`config.mk`:
```
export PLATFORM = sky130hd
export DESIGN_NAME = instr_encoder
export DESIGN_NICKNAME = d
export VERILOG_FILES = /design/src/rtl/instr_encoder.sv
export SDC_FILE = /design/constraint.sdc
export NUM_CORES = 1
export LEC_CHECK = 0
export ABC_CLOCK_PERIOD_IN_PS = 3500
export CAP_MARGIN = 10
export CORE_MARGIN = 8
export CORE_UTILIZATION = 30
export CTS_CLUSTER_SIZE = 20
export DETAILED_ROUTE_END_ITERATION = 7
export GPL_TIMING_DRIVEN = 0
export SYNTH_ARGS = -nofsm -noshare
export SYNTH_HDL_FRONTEND = slang
export SYNTH_SLANG_ARGS = --single-unit
export TNS_END_PERCENT = 1
```
`constraint.sdc`:
```
create_clock -name i_clk -period 3.5 [get_ports i_clk]
set_input_delay 0.7 -clock i_clk [delete_from_list [all_inputs] [get_ports i_clk]]
set_output_delay 0.7 -clock i_clk [all_outputs]
set_load 0.005 [all_outputs]
```
`src/rtl/instr_encoder.sv`:
```
// rtl/instr_encoder.sv - packs RV32I fields into instruction words behind a 2-entry output buffer
// Optional range checking with NOP substitution is enabled by defining ENCODER_RANGE_CHECK_EN.
module instr_encoder #(
    parameter int ADDR_W = 10
) (
    input  logic              i_clk,
    input  logic              i_rst_n,
    input  logic              i_valid,
    output logic              o_ready,
    input  logic [2:0]        i_fmt,
    input  logic [6:0]        i_opcode,
    input  logic [4:0]        i_rd,
    input  logic [4:0]        i_rs1,
    input  logic [4:0]        i_rs2,
    input  logic [2:0]        i_funct3,
    input  logic [6:0]        i_funct7,
    input  logic [31:0]       i_imm,
    input  logic              i_addr_clr,
    output logic              o_valid,
    input  logic              i_ready,
    output logic [31:0]       o_instr,
    output logic [ADDR_W-1:0] o_addr,
    output logic              o_err,
    output logic [7:0]        o_err_cnt
);

    localparam logic [31:0] NOP = 32'h0000_0013;

    logic [31:0]       enc_word;
    logic [31:0]       push_word;
    logic              push_err;
    logic [1:0]        count;
    logic [ADDR_W-1:0] addr_cnt;
    logic [31:0]       tail_instr;
    logic [ADDR_W-1:0] tail_addr;
    logic              tail_err;
    logic              push;
    logic              pop;

    // Scatter the immediate into the positions the decode-side generator gathers from
    always_comb begin
        enc_word = '0;
        case (i_fmt)
            3'd0: enc_word = {i_imm[31:12], i_rd, i_opcode};
            3'd1: enc_word = {i_imm[20], i_imm[10:1], i_imm[11], i_imm[19:12], i_rd, i_opcode};
            3'd2: enc_word = {i_imm[11:0], i_rs1, i_funct3, i_rd, i_opcode};
            3'd3: enc_word = {i_imm[12], i_imm[10:5], i_rs2, i_rs1, i_funct3,
                              i_imm[4:1], i_imm[11], i_opcode};
            3'd4: enc_word = {i_imm[11:5], i_rs2, i_rs1, i_funct3, i_imm[4:0], i_opcode};
            3'd5: enc_word = {i_funct7, i_imm[4:0], i_rs1, i_funct3, i_rd, i_opcode};
            default: enc_word = {i_funct7, i_rs2, i_rs1, i_funct3, i_rd, i_opcode};
        endcase
    end

`ifdef ENCODER_RANGE_CHECK_EN
    logic       bad;
    logic [7:0] err_cnt;

    // An immediate is legal only if the bits dropped by truncation are pure sign extension
    always_comb begin
        bad = 1'b0;
        case (i_fmt)
            3'd0: bad = |i_imm[11:0];
            3'd1: bad = i_imm[0] | ~((&i_imm[31:20]) | ~(|i_imm[31:20]));
            3'd2: bad = ~((&i_imm[31:11]) | ~(|i_imm[31:11]));
            3'd3: bad = i_imm[0] | ~((&i_imm[31:12]) | ~(|i_imm[31:12]));
            3'd4: bad = ~((&i_imm[31:11]) | ~(|i_imm[31:11]));
            3'd5: bad = |i_imm[31:5];
            3'd6: bad = 1'b0;
            default: bad = 1'b1;
        endcase
    end

    assign push_word = bad ? NOP : enc_word;
    assign push_err  = bad;

    always_ff @(posedge i_clk or negedge i_rst_n) begin
        if (!i_rst_n) begin
            err_cnt <= '0;
        end else if (push && push_err && err_cnt != 8'hFF) begin
            err_cnt <= err_cnt + 8'd1;
        end
    end

    assign o_err_cnt = err_cnt;
`else
    assign push_word = enc_word;
    assign push_err  = 1'b0;
    assign o_err_cnt = 8'd0;
`endif

    assign o_ready = (count != 2'd2);
    assign o_valid = (count != 2'd0);
    assign push    = i_valid & o_ready;
    assign pop     = o_valid & i_ready;

    // Head entry drives the outputs directly; the tail only fills when the head is stalled
    always_ff @(posedge i_clk or negedge i_rst_n) begin
        if (!i_rst_n) begin
            count      <= '0;
            addr_cnt   <= '0;
            o_instr    <= '0;
            o_addr     <= '0;
            o_err      <= 1'b0;
            tail_instr <= '0;
            tail_addr  <= '0;
            tail_err   <= 1'b0;
        end else begin
            if (i_addr_clr) begin
                addr_cnt <= '0;
            end else if (push) begin
                addr_cnt <= addr_cnt + ADDR_W'(1);
            end

            case ({push, pop})
                2'b10: begin
                    if (count == 2'd0) begin
                        o_instr <= push_word;
                        o_addr  <= addr_cnt;
                        o_err   <= push_err;
                    end else begin
                        tail_instr <= push_word;
                        tail_addr  <= addr_cnt;
                        tail_err   <= push_err;
                    end
                    count <= count + 2'd1;
                end
                2'b01: begin
                    if (count == 2'd2) begin
                        o_instr <= tail_instr;
                        o_addr  <= tail_addr;
                        o_err   <= tail_err;
                    end
                    count <= count - 2'd1;
                end
                2'b11: begin
                    o_instr <= push_word;
                    o_addr  <= addr_cnt;
                    o_err   <= push_err;
                end
                default: ;
            endcase
        end
    end

endmodule

```
Word level (Yosys, flattened, before mapping) --
Index checks and enable logic that the tools add are counted.
Operators by class: add/sub/neg operators 3, equal/unequal tests 12, mux-type cells 13, bitwise gates (word level) 3, reductions and logical operators 8
Operators with widths (number):
- $pmux 32 s6 | 1
- $pmux 32 s3 | 1
- $mux 32 | 2
- $mux 10 | 4
- $pmux 10 s3 | 1
- $add 10x1->10 const B | 1
- $eq 2x2->1 const B | 3
- $eq 3x2->1 const B | 2
- $eq 3x3->1 const B | 2
- $ne 2x2->1 const B | 3
- $reduce_bool 2->1 | 3
- $pmux 2 s2 | 1
- $eq 3x1->1 const B | 1
- $logic_not 3->1 | 1
- $pmux 1 s3 | 1
- $reduce_and 3->1 | 1
- $reduce_bool 3->1 | 1
- $add 2x1->2 const B | 1
- $and 1x1->1 | 2
- $eq 2x1->1 const B | 1
- $logic_not 2->1 | 1
- $mux 1 | 2
- $reduce_and 2->1 | 1
- $sub 2x1->2 const B | 1
- $not 1->1 | 1
Storage, ports and cells: bits in registers 97, input port bits 72

Logic depth before layout (Yosys ltp) --
Gate-level depths: netlist (run 1).
word-level depth 5, depth in mapped cells 13

Worst setup path after synthesis (run 1) --
No wires, ideal clock.
path type input-to-reg, from in i_valid, to reg o_instr[16], data arrival time 2.293 ns, setup slack 1.082 ns, cell stages on the path 10, path buffers 3, path through buf_6 nand2_1 inv_1 ha_1 nand3b_1 a21oi_2 or2_1 buf_6 buf_6 mux2_4
Between the ends: cells in the longest elaborated chain, start to end 4
RTL lines:
- start: declaration | line 8 | input logic i_valid,
- $and 1x1->1 (*) | line 94 | assign push = i_valid & o_ready;
- $eq 2x1->1 / $eq 2x2->1 (equally long branches) | line 115 | case ({push, pop})
- $ne 2x2->1 (no line) / $reduce_bool 3->1 (equally long branches)
- $reduce_and 3->1 (no line)
- end signal: assignment | line 118 | o_instr <= push_word;
- end signal: assignment | line 130 | o_instr <= tail_instr;
- end signal: assignment | line 137 | o_instr <= push_word;
- end: declaration | line 21 | output logic [31:0] o_instr,
Every way passes the cells marked *; elsewhere a longest branch is shown, timed or not. A chain may end at the register's enable or synchronous reset.

Final worst setup path (run 1) --
from reg count[0], to reg o_instr[18]
Between the ends: cells in the longest elaborated chain, start to end 5
RTL lines:
- start: declaration | line 32 | logic [1:0] count;
- start signal: assignment | line 126 | count <= count + 2'd1;
- start signal: assignment | line 134 | count <= count - 2'd1;
- $ne 2x2->1 / $reduce_bool 2->1 (equally long branches) | line 92, 93
- $and 1x1->1 (on tied branches) | line 94, 95
- $eq 2x1->1 / $eq 2x2->1 (equally long branches) | line 115
- $ne 2x2->1 (no line) / $reduce_bool 3->1 (equally long branches)
- $reduce_and 3->1 (no line)
Parallel ways exist; a longest one is shown, timed or not.

==> flow_summary.yaml, run 1 <==
clocking:
  clockBufferDepth: 2
  cts_sinks: 96
  cts_setup_buffers: 0
  clk_pin_slew_ns: 0.06
  clkLatencyLatePin_ns: 0.35
  hold_buffers: 0
  htreeDepth: 3
  numCtsBuffers: 9
  cts-resized-gates: 0
  root_buffer: "clkbuf_16"
  cts_tree: "yes"
placed_design:
  portBuffers: 111
  pre_cts_ws_ns: 0.445
  dp_cells: 855
  hpwlAfterDp_um: 11700
  gp_congestion: 0.810
timing:
  rsz0062_at_grt: "no"
  postLayoutSetupSlackWorst_ns: 0.789
  fmax_ghz: 0.369
  slew_violations: 0
  relSlewSlack_pct: 46.7
  fin_crit_sh_pct: 77.5
  fin_skew_ns: 0.00504
  worstMarginPinSlew_ns: 0.800
  fin_crit_ns: 2.71
  hold_slack_ns: 0.355
  finalSetupViolations: 0
  hold_violations: 0
worst_setup_path:
  timing.critical_path.from: "count[0]$_DFFE_PN0P_"
  path_cells: "buf_6 > nand2b_1 > buf_2 > nand2_1 > inv_1 > ha_1 > nand3b_1 > a21oi_2 > or2_1 > buf_6 > buf_6 > mux2_4"
  crit_required_ns: 3.73
  crit_family: "buffers and inverters"
  cp-start-kind: "flip-flop"
  endpoint_kind: "flip-flop"
  r2r-end: "o_instr[18]$_DFFE_PN0P_"
  regToRegStartpoint: "count[0]$_DFFE_PN0P_"
  critical_path.most_common_cell: "buf_6"
  critPathBufInv: 5
  crit_arrival_ns: 2.94
  cpMaxStageDelayCell: "a21oi_2"
  cp_max_fo: 10
  worst-setup-path-type: "reg -> reg"
  slowest_delay_ns: 0.38
  reg2reg_slack_ns: 0.79
  r2r_cells: 12
final_layout:
  final_common_cell: "clkdlybuf4s50_1"
  fin_cells: 871
  final_nets: 716
  syn2layout_area_growth_pct: 33.4
  num_antenna_cells: 0
  final_cell_mix: "clkdlybuf4s50_1, dfrtp_1, mux2i_1"
  post-route-util_pct: 40.5
  layout-drive-gt1-share_pct: 13.9
logic_synthesis:
  synthArstFlopShare_pct: 100
  synthFlopType: "dfrtp_1"
  synth_top_area_share_pct: 46.2
  yosys.area_share.simple_pct: 14.4
  synth_area_um2: 5200
  synthXorXnorAreaFrac_pct: 1.35
  synthTopCellsByArea: "dfrtp_1, mux2i_1, mux2_2"
  ys.warnings.count: 0
  synth_area_leader_cell: "dfrtp_1"
  synth_top_family_by_area: "compound AO/OA/AOI/OAI gates"
  synth_compound_area_share_pct: 15.8
  postSynthAreaPerCell_um2: 10.2
  ys_ff_latch: 96
  seq_area_frac_synth_pct: 46.2
  yosysUniqueCellTypes: 46
  synth_mux_area_share_pct: 14.6
  syn_inst: 510
  synth_edf_count: 0
  synthAdderAreaFrac_pct: 0.722
routing:
  drtAntennaViolNets: 0
  wl_per_cell_um: 17.8
  drtIter0Drc: 180
  vias: 4420
  vias_per_cell: 5.07
  dr.pass1.iters: 5
  finalWirelength_um: 15500
  drc: 0
die:
  dieArea_um2: 21800
  fp.dieW_um: 148
  io_pins: 125
  fp-row-count: 48
  start_util_pct: 30.4
  die_h_um: 148
  core_area_um2: 17100
grt:
  overflow: 0
  antenna_found_initial: 0
  grt_usage_pct: 14.4
  first_global_vias: 4605
  grt_max_degree: 53
  grt_pass1_wl_um: 25000
run:
  maxCapViolCount: 0
status:
  status: "completed"
power_and_ir_drop:
  finalPower_uw: 5080
  peakVddDrop_v: 0.000256
  p_leak_uw: 0.00293
  power_density_nw_per_um2: 733
min_path:
  min_path_type: "in -> async"
worst max path at each step:
stage	to	slack, ns	depth (start not counted)
after global placement	tail_instr[1]$_DFFE_PN0P_	-1.82	1
after detailed placement	o_instr[18]$_DFFE_PN0P_	0.45	9
after global routing	o_instr[28]$_DFFE_PN0P_	0.63	11
final	o_instr[18]$_DFFE_PN0P_	0.79	12
after CTS	o_instr[19]$_DFFE_PN0P_	0.76	12
after floorplan	o_instr[16]$_DFFE_PN0P_	1.08	10
cells in the mapped netlist (all sizes together) (2+ instances only):
| cell | count |
|---|---|
| dfrtp | 96 |
| mux2i | 46 |
| nand2 | 39 |
| buf | 34 |
| o21ai | 34 |
| nor3 | 33 |
| a21oi | 27 |
| mux2 | 25 |
| inv | 17 |
| clkbuf | 16 |
| nor2 | 14 |
| a211oi | 12 |
| a31oi | 12 |
| a211o | 10 |
| nor2b | 10 |
| nand3 | 9 |
| or3 | 9 |
| a21o | 7 |
| nor3b | 6 |
| o211ai | 6 |
| o21a | 6 |
| o221ai | 6 |
| nand4b | 5 |
| xor2 | 5 |
| nand2b | 4 |
| nand4 | 4 |
| ha | 3 |
| xnor2 | 3 |
| and2 | 2 |
| or2 | 2 |
area by class of cell:
cell class              instances  area (µm²)
plain buffers                  50         300
clock buffers                   9         225
clock inverters                 7        62.6
fillers                      1678       10200
inverters                      17        63.8
multi-input cells             355        2460
flip-flops and latches         96        2400
well taps                     225         282
repair buffers                112        1140
state kept, by name (all words and copies together) (netlist names):
name and cells:
addr_cnt 10, tail_addr 10, tail_instr 32, count 2, o_instr 32, o_addr 10
report_power, final:
part / switching (µW) / internal, µW / leakage [µW]
Clock: 419 / 547 / 0.000145
Combinational: 1080 / 1200 / 0.00160
Sequential: 262 / 1580 / 0.00118
Total: 1760 / 3320 / 0.00293
per-stage QoR:
| stage | instance area (µm²) | setup TNS [ns] |
|---|---|---|
| final | 6940 | 0 |
| after global routing | 6940 | 0 |
| after CTS | 6940 | 0 |
| after detailed placement | 6650 | 0 |
| after global placement | 6620 | -174.35 |
| after floorplan | 5230 | 0 |
routing by layer:
metal | part of all wire [%] | track usage, % | vias up
met5 | 0 | 0 | -
met1 | 46 | 18.3 | 2178
li1 | - | - | 2072
met2 | 47 | 23.6 | 151
met4 | 1.4 | 4.44 | 0
met3 | 6.1 | 3.61 | 19
cell families after synthesis:
family | after synthesis
xor gates and xnor gates | 8
muxes | 71
and+or+nand+nor | 142
adders and majority gates | 3
AOI/OAI and AO/OA | 122
DFF | 96
buffers and inverters | 67
other | 1
No activity file was read; power rests on OpenSTA's default activity.
==> run 2: changes to the inputs <==
--- a/config.mk
+++ b/config.mk
@@ -5,7 +5,7 @@
 export SDC_FILE = /design/constraint.sdc
 export NUM_CORES = 1
 export LEC_CHECK = 0
-export ABC_CLOCK_PERIOD_IN_PS = 3500
+export ABC_CLOCK_PERIOD_IN_PS = 2430
 export CAP_MARGIN = 10
 export CORE_MARGIN = 8
 export CORE_UTILIZATION = 30
==> constraint.sdc (replaced) <==
create_clock -name i_clk -period 2.43 [get_ports i_clk]
set_input_delay 0.486 -clock i_clk [delete_from_list [all_inputs] [get_ports i_clk]]
set_output_delay 0.486 -clock i_clk [all_outputs]
set_load 0.005 [all_outputs]
==> run 2 against run 1 <==
Global-route usage is 0.22 points higher; clock power is 44% higher; utilization is 0.91 points higher; via count is 0.72% higher; flip-flop and latch count stayed put; die area stayed put; register-to-register slack worse by 0.76 ns; sequential power is 44% higher; cell count is 0.80% higher; largest power group unchanged; largest cell class unchanged.
==> flow_summary.yaml, run 2 (synthesized netlist as in run 1, its figures left out) <==
status:
  status: "completed"
worst_setup_path:
  path_cells: "buf_6 > nand2b_4 > buf_8 > nand2_4 > inv_1 > ha_2 > nand3b_1 > a21oi_4 > or2_1 > buf_6 > bufbuf_16 > buf_4 > o221ai_1"
  cpMaxStageDelayCell: "dfrtp_1"
  critical_path.most_common_cell: "buf_6"
  endpoint_kind: "flip-flop"
  worst-setup-path-type: "reg -> reg"
  critPathBufInv: 6
  cp_max_fo: 9
  crit_arrival_ns: 2.61
  slowest_delay_ns: 0.37
  cp-start-kind: "flip-flop"
  crit_family: "buffers and inverters"
  crit_required_ns: 2.64
timing:
  fmax_ghz: 0.417
  hold_violations: 0
  hold_slack_ns: 0.132
  fin_crit_sh_pct: 98.8
  worstMarginPinSlew_ns: 0.599
  relSlewSlack_pct: 60.1
  fin_skew_ns: 0.00526
  rsz0062_at_grt: "yes"
  slew_violations: 0
  fin_crit_ns: 2.40
  finalSetupViolations: 0
power_and_ir_drop:
  peakVddDrop_v: 0.000368
  p_leak_uw: 0.00302
  power_density_nw_per_um2: 1080
clocking:
  cts_tree: "yes"
  clockBufferDepth: 2
  cts_sinks: 96
  clk_pin_slew_ns: 0.07
  numCtsBuffers: 9
  root_buffer: "clkbuf_16"
  htreeDepth: 3
  clkLatencyLatePin_ns: 0.35
placed_design:
  portBuffers: 111
  gp_congestion: 0.810
  hpwlAfterDp_um: 11700
  placed_cell_area_um2: 6650
routing:
  drc: 0
  drtAntennaViolNets: 0
  dr.pass1.iters: 5
  vias_per_cell: 5.07
  finalWirelength_um: 15800
  vias: 4452
  drtIter0Drc: 189
  wl_per_cell_um: 18.0
grt:
  grt_max_degree: 53
  grt_pass1_wl_um: 25300
  overflow: 0
  grt_usage_pct: 14.6
  first_global_vias: 4672
  antenna_found_initial: 0
die:
  dieArea_um2: 21800
  io_pins: 125
  die_h_um: 148
  core_area_um2: 17100
  fp-row-count: 48
  fp.dieW_um: 148
  start_util_pct: 30.4
run:
  maxCapViolCount: 0
final_layout:
  final_cell_mix: "clkdlybuf4s50_1, dfrtp_1, mux2i_1"
  layout-drive-gt1-share_pct: 16.7
  largestRegisters: "o_instr: 32 flops, tail_instr: 32 flops"
  finalInstanceArea_um2: 7090
  final_nets: 723
  syn2layout_area_growth_pct: 36.3
  final_common_cell: "clkdlybuf4s50_1"
  post-route-util_pct: 41.4
  nFillCells: 1668
  num_antenna_cells: 0
min_path:
  min_path_type: "in -> async"
-- run 2: changes by cell type in the layout (fill, tap and decap cells not counted), sizes merged --
| cell | before | now |
|---|---|---|
| buf | 36 | 44 |
| bufbuf | 0 | 1 |
| clkbuf | 25 | 23 |
-- run 2: layer usage --
metal  vias to the layer above  GRT usage (%)  share of wire [%]
met3                        20           3.61                5.9
li1                       2082              -                  -
met1                      2190           18.3                 45
met4                         0           4.90                1.8
met2                       160           24.2                 47
met5                         -              0                  0
-- run 2: final timing paths --
path | from | to | slack (ns) | cells past startpoint
setup reg to reg | count[0]$_DFFE_PN0P_ | o_instr[31]$_DFFE_PN0P_ | 0.03 | 13
setup / recovery | count[0]$_DFFE_PN0P_ | o_instr[31]$_DFFE_PN0P_ | 0.03 | 13
hold reg to reg | tail_instr[26]$_DFFE_PN0P_ | tail_instr[26]$_DFFE_PN0P_ | 0.48 | 1
hold / removal | i_rst_n | o_instr[10]$_DFFE_PN0P_ | 0.13 | 1
min in group i_clk | i_valid | addr_cnt[1]$_DFFE_PN0P_ | 0.44 | 3
max in group asynchronous | i_rst_n | tail_instr[5]$_DFFE_PN0P_ | 1.62 | 2
-- run 2: metrics by stage --
step	std cells	power (µW)	worst slack [ns]	TNS [ns]
after floorplan	518	4460	0.0525	0
after CTS	878	7660	-0.0219	-0.0530
after detailed placement	855	6000	-0.411	-14.29
after global routing	878	8160	-0.0356	-0.122
final	878	7630	0.0301	0
after global placement	854	5890	-2.68	-267.65
-- run 2: worst register-to-register path, stage by stage (launching register included) --
cell	delay [ns]
dfrtp_1	0.37
buf_6	0.13
nand2b_4	0.14
buf_8	0.14
nand2_4	0.08
inv_1	0.05
ha_2	0.17
nand3b_1	0.20
a21oi_4	0.22
or2_1	0.14
buf_6	0.12
bufbuf_16	0.26
buf_4	0.12
o221ai_1	0.11
-- run 2: where the power goes --
part / total (µW) / leakage [µW] / internal, µW / switching, µW
clock network: 1390 / 0.000145 / 788 / 606
logic: 3580 / 0.00169 / 1950 / 1620
registers: 2650 / 0.00118 / 2270 / 382
-- run 2: cell type report --
| type | instances | area, µm² | area share (%) |
|---|---|---|---|
| Buffer | 49 | 330 | 4.66 |
| Sequential cell | 96 | 2400 | 33.9 |
| Clock buffer | 9 | 225 | 3.18 |
| Clock inverter | 7 | 62.6 | 0.882 |
| Multi-Input combinational cell | 355 | 2500 | 35.3 |
| Tap cell | 225 | 282 | 3.97 |
| Timing Repair Buffer | 120 | 1220 | 17.2 |
| Inverter | 17 | 63.8 | 0.900 |
-- run 2: timing repair --
| action | 4_1_cts | 5_1_grt |
|---|---|---|
| setup buffers | 7 | 0 |
| cloned | 1 | 0 |
| hold buffers | 0 | 0 |
| setup endpoints to repair | 42 | 32 |
| gates resized for setup | 10 | 14 |
| pin swaps | 2 | 0 |
